**config.mk**
```make
export PLATFORM = sky130hd
export DESIGN_NAME = moore_overlap_1101
export DESIGN_NICKNAME = d
export VERILOG_FILES = /design/src/rtl/moore_overlap_1101.sv
export SDC_FILE = /design/constraint.sdc
export NUM_CORES = 1
export LEC_CHECK = 0
export CAP_MARGIN = 20
export CORE_AREA = 2 2 39 41
export DETAILED_ROUTE_END_ITERATION = 12
export DIE_AREA = 0 0 41 43
export PLACE_DENSITY = 0.38
export SLEW_MARGIN = 25
export SYNTH_ARGS = -nofsm -noshare
export SYNTH_HDL_FRONTEND = slang
export SYNTH_SLANG_ARGS = --single-unit
```
**constraint.sdc**
```tcl
create_clock -name clk -period 2.3 [get_ports clk]
set_clock_uncertainty 0.05 [all_clocks]
set_input_delay 0.69 -clock clk [delete_from_list [all_inputs] [get_ports clk]]
set_output_delay 0.69 -clock clk [all_outputs]
set_load 0.02 [all_outputs]
```
**src/rtl/moore_overlap_1101.sv**
```systemverilog
// Overlapping Moore detector for the serial pattern 1101 (MSB first).
// The out flag is decoded from the state register only and is never a combinational function of in.
module moore_overlap_1101 (
  input  logic clk,
  input  logic rst,
  input  logic in,
  output logic out
);

  localparam logic [2:0] S0 = 3'd0;  // idle, no prefix matched
  localparam logic [2:0] S1 = 3'd1;  // "1"
  localparam logic [2:0] S2 = 3'd2;  // "11"
  localparam logic [2:0] S3 = 3'd3;  // "110"
  localparam logic [2:0] S4 = 3'd4;  // "1101" detected

  logic [2:0] state_q, state_d;

  always_ff @(posedge clk or posedge rst) begin
    if (rst) begin
      state_q <= S0;
    end else begin
      state_q <= state_d;
    end
  end

  always_comb begin
    state_d = S0;
    case (state_q)
      S0:      state_d = in ? S1 : S0;
      S1:      state_d = in ? S2 : S0;
      S2:      state_d = in ? S2 : S3;
      S3:      state_d = in ? S4 : S0;
      // Overlap: the trailing 1 of the match plus a new 1 already forms "11".
      S4:      state_d = in ? S2 : S0;
      default: state_d = S0;
    endcase
  end

  always_comb begin
    out = (state_q == S4);
  end

endmodule

```
Yosys cells after proc, flatten, opt, wreduce, memory -nomap -nowiden
Cells that the tools add are included.
{ "totals": {"reg_bits": 3, "inputBits": 3, "output_inout_bits": 1, "wordCells": 12} }
{ "classes": {"eq_ne": 4, "mux": 5, "reduce_logical": 2} }
{ "op_table": {"columns": ["operator", "count"], "rows": [
  ["one-hot mux 3 bit (4 select lines)", 1],
  ["equality test 3 x 2 -> 1 bit, second input constant", 2],
  ["equality test 3 x 1 -> 1 bit, second input constant", 1],
  ["equality test 3 bit, second input constant", 1],
  ["zero test 3 bit", 1],
  ["2-to-1 mux 3 bit", 1],
  ["2-to-1 mux 1 bit", 2],
  ["2-to-1 mux 2 bit", 1],
  ["OR reduction 2 bit", 1]
]} }

Logic depth before layout (Yosys ltp)
{ "logic_depth": {"depth_word": 3, "ltp_mapped": 2, "depth_no_buf": 2} }

Least setup slack after synthesis
Ideal clock, no wire load.
{ "synth_path": {"path_kind": "flip-flop to output port", "from": "reg state_q[1]", "to": "out out", "arrival_time_ps": 941, "t_required_ps": 1560, "path_slack_ps": 619, "path_stages_with_launch": 2, "path_buffers": 0, "cell_sequence": "dfrtp_1 nor3b_1"} }
{ "synth_between": {"elab_chain_len": 1} }
{ "synth_lines": {"columns": ["element", "line_no", "source"], "rows": [
  ["from (decl)", "16", "logic [2:0] state_q, state_d;"],
  ["from (signal assigned)", "22", "state_q <= state_d;"],
  ["equality test 3 bit", "40", "out = (state_q == S4);"],
  ["to (decl)", "7", "output logic out"]
]} }
Every way passes these cells.

Worst setup path after layout
Ends and elaborated chain as after synthesis.

==> impl_metrics.py <==
metrics = {
    "status": {
        "status": "complete, no violations",
    },
    "yosys": {
        "synthTopCellsByArea": "dfrtp_1 (52%), or4bb_1 (7.8%), o221ai_1 (6.1%), or2b_2 (6.1%), xnor2_1 (6.1%)",
        "ys_seq_area_share_pct": 52.2,
        "avgSynthCellArea_sq_um": 11.1,
        "yosysTopAreaCell": "dfrtp_1",
        "yosysUniqueCellTypes": 10,
        "synth_area_sq_um": 144,
        "yosys_warnings": 0,
        "syn_inst": 13,
        "synth_top_area_share_pct": 52.2,
        "ys_ff_latch": 3,
        "synth_fp_nets": 16,
    },
    "floorplan": {
        "die_h_microns": 43,
        "rows": 14,
        "core_sq_um": 1380,
        "start_util_pct": 10.4,
        "die_area_sq_um": 1760,
        "chipWidth_microns": 41,
        "io_pins": 4,
    },
    "global_route": {
        "grt_pass1_wl_microns": 441,
        "grt_util_all_layers_pct": 4.54,
        "grt_max_degree": 7,
        "grt_pass1_vias": 114,
        "grt_overflow_total": 0,
        "grt_antenna_before_repair": 0,
    },
    "critical_path": {
        "slowest_delay_ps": 640,
        "cp.arrival_ps": 1510,
        "crit_type": "reg2out",
        "critPathLaunchType": "flip-flop",
        "cp_slowest_cell": "clkdlybuf4s50_1",
        "crit_chain": "nor3b_1 -> clkdlybuf4s50_1",
        "cp.required_ps": 1560,
        "critPathMaxFanout": 6,
        "critPathCaptureType": "output pin",
    },
    "clocking": {
        "clkTransAtPathRegs_ps": 40,
        "clockBufferDepth": 2,
        "post-cts-setup-buffer-count": 0,
        "cts-root-buf": "clkbuf_4",
        "hold_buffers": 0,
        "cts.sinks": 3,
        "h-tree-depth": 1,
        "cts_buffers": 3,
        "cts_resized": 0,
        "clk_latency_ps": 230,
        "cts_tree": "done",
    },
    "min_path": {
        "hold_class": "reg2reg",
    },
    "route": {
        "firstDrtPassIters": 4,
        "drc": 0,
        "initialDrtViolationCount": 6,
        "wirelength_microns": 290,
        "wl_per_cell_microns": 8.06,
        "ant_nets": 0,
        "vias": 117,
        "vias_per_cell": 3.25,
    },
    "sta": {
        "tns_ps": 0,
        "rsz0062_at_grt": "no",
        "timing.final.crit_share_pct": 97.8,
        "fin_crit_ps": 2250,
        "setup_viol": 0,
        "finalHoldViolations": 0,
        "worst_slack_ps": 49.7,
        "worst_slew_pin_slew_ps": 211,
        "hold-worst-slack_ps": 439,
        "relSlewSlack_pct": 85.9,
        "drv_slew": 0,
        "max_freq_mhz": 444,
    },
    "final_layout": {
        "num_antenna_cells": 0,
        "nNetsFinal": 24,
        "drive_gt1_share_pct": 20.0,
        "syn2layout_area_growth_pct": 53.0,
        "final_cells": 36,
        "fill_cells": 154,
        "largest_register_ffs": 3,
        "stdcell_area_sq_um": 220,
        "regMostFlops": "state_q",
        "top_regs": "state_q: 3 flops",
    },
    "placed_design": {
        "gp_congestion": 0.538,
        "place_ws_ps": 318,
        "numPortBuffers": 3,
        "dpl.cell_count": 32,
        "post_dp_cell_area_sq_um": 194,
    },
    "power_and_ir_drop": {
        "powerDensity_nw_per_um2": 1080,
        "p_leak_nw": 0.0899,
        "vdd_drop_max_mv": 0.235,
    },
    "flow_run": {
        "cap_violations": 0,
    },
}
final timing paths:
kind,startpoint,cells after the start,to,slack (ps)
setup / recovery,state_q[1],2,out,50
hold / removal,state_q[2],1,state_q[0],440
setup reg to reg,state_q[1],2,state_q[1],1160
hold reg to reg,state_q[2],1,state_q[0],440
max in group asynchronous,rst,2,state_q[2],1490
min in group asynchronous,rst,2,state_q[0],590
critical path, delay by kind of cell, from the launching register on:
kind | cells | cell delay [ps]
AND/OR/NAND/NOR | 1 | 210
flip-flops | 1 | 430
buffers and inverters | 1 | 640
cell usage in the layout (no fill, tap or decap), drive strengths merged:
cell type,instances
clkbuf,4
clkdlybuf4s50,3
dfrtp,3
inv,2
nand3b,1
nor2,1
nor3,1
nor3b,1
o221ai,1
or2b,1
or4bb,1
xnor2,1
layer usage:
| metal | global-route usage [%] | vias up | share of wire (%) |
|---|---|---|---|
| li1 | - | 58 | - |
| met1 | 5.21 | 53 | 50 |
| met2 | 3.44 | 6 | 38 |
| met3 | 4.71 | 0 | 12 |
| met4 | 6.00 | 0 | 0 |
| met5 | 0 | - | 0 |
cells in the mapped netlist:
cell,number
dfrtp_1,3
inv_1,2
nand3b_1,1
nor2_1,1
nor3_1,1
nor3b_1,1
o221ai_1,1
or2b_2,1
or4bb_1,1
xnor2_1,1
cells by family after synthesis:
family	share of synthesized area, %
xor gates and xnor gates	6.09
and+or+nand+nor	30.4
buffers and inverters	5.22
AOI/OAI and AO/OA	6.09
DFF	52.2
through the flow:
stage	util (%)	total power [W]
3_3_place_gp	14.0	0.000143
6_report	15.9	0.000238
3_5_place_dp	14.0	0.000143
5_1_grt	15.9	0.000254
4_1_cts	15.9	0.000242
2_1_floorplan	-	0.000128
cell type report:
type                       count  area (sq um)  area share (%)
sequential                     3          75.1            34.1
multi-input combinational      8          61.3            27.8
timing repair buffer           3          30.0            13.6
clock buffer                   4          26.3            11.9
tap                           16          20.0            9.09
inverter                       2          7.51            3.41
report_power, final:
part | internal, W | switching (W)
Sequential | 0.0000713 | 0.0000242
Clock | 0.0000650 | 0.0000275
Combinational | 0.0000310 | 0.0000185
Power figures use the tool's default switching activity.
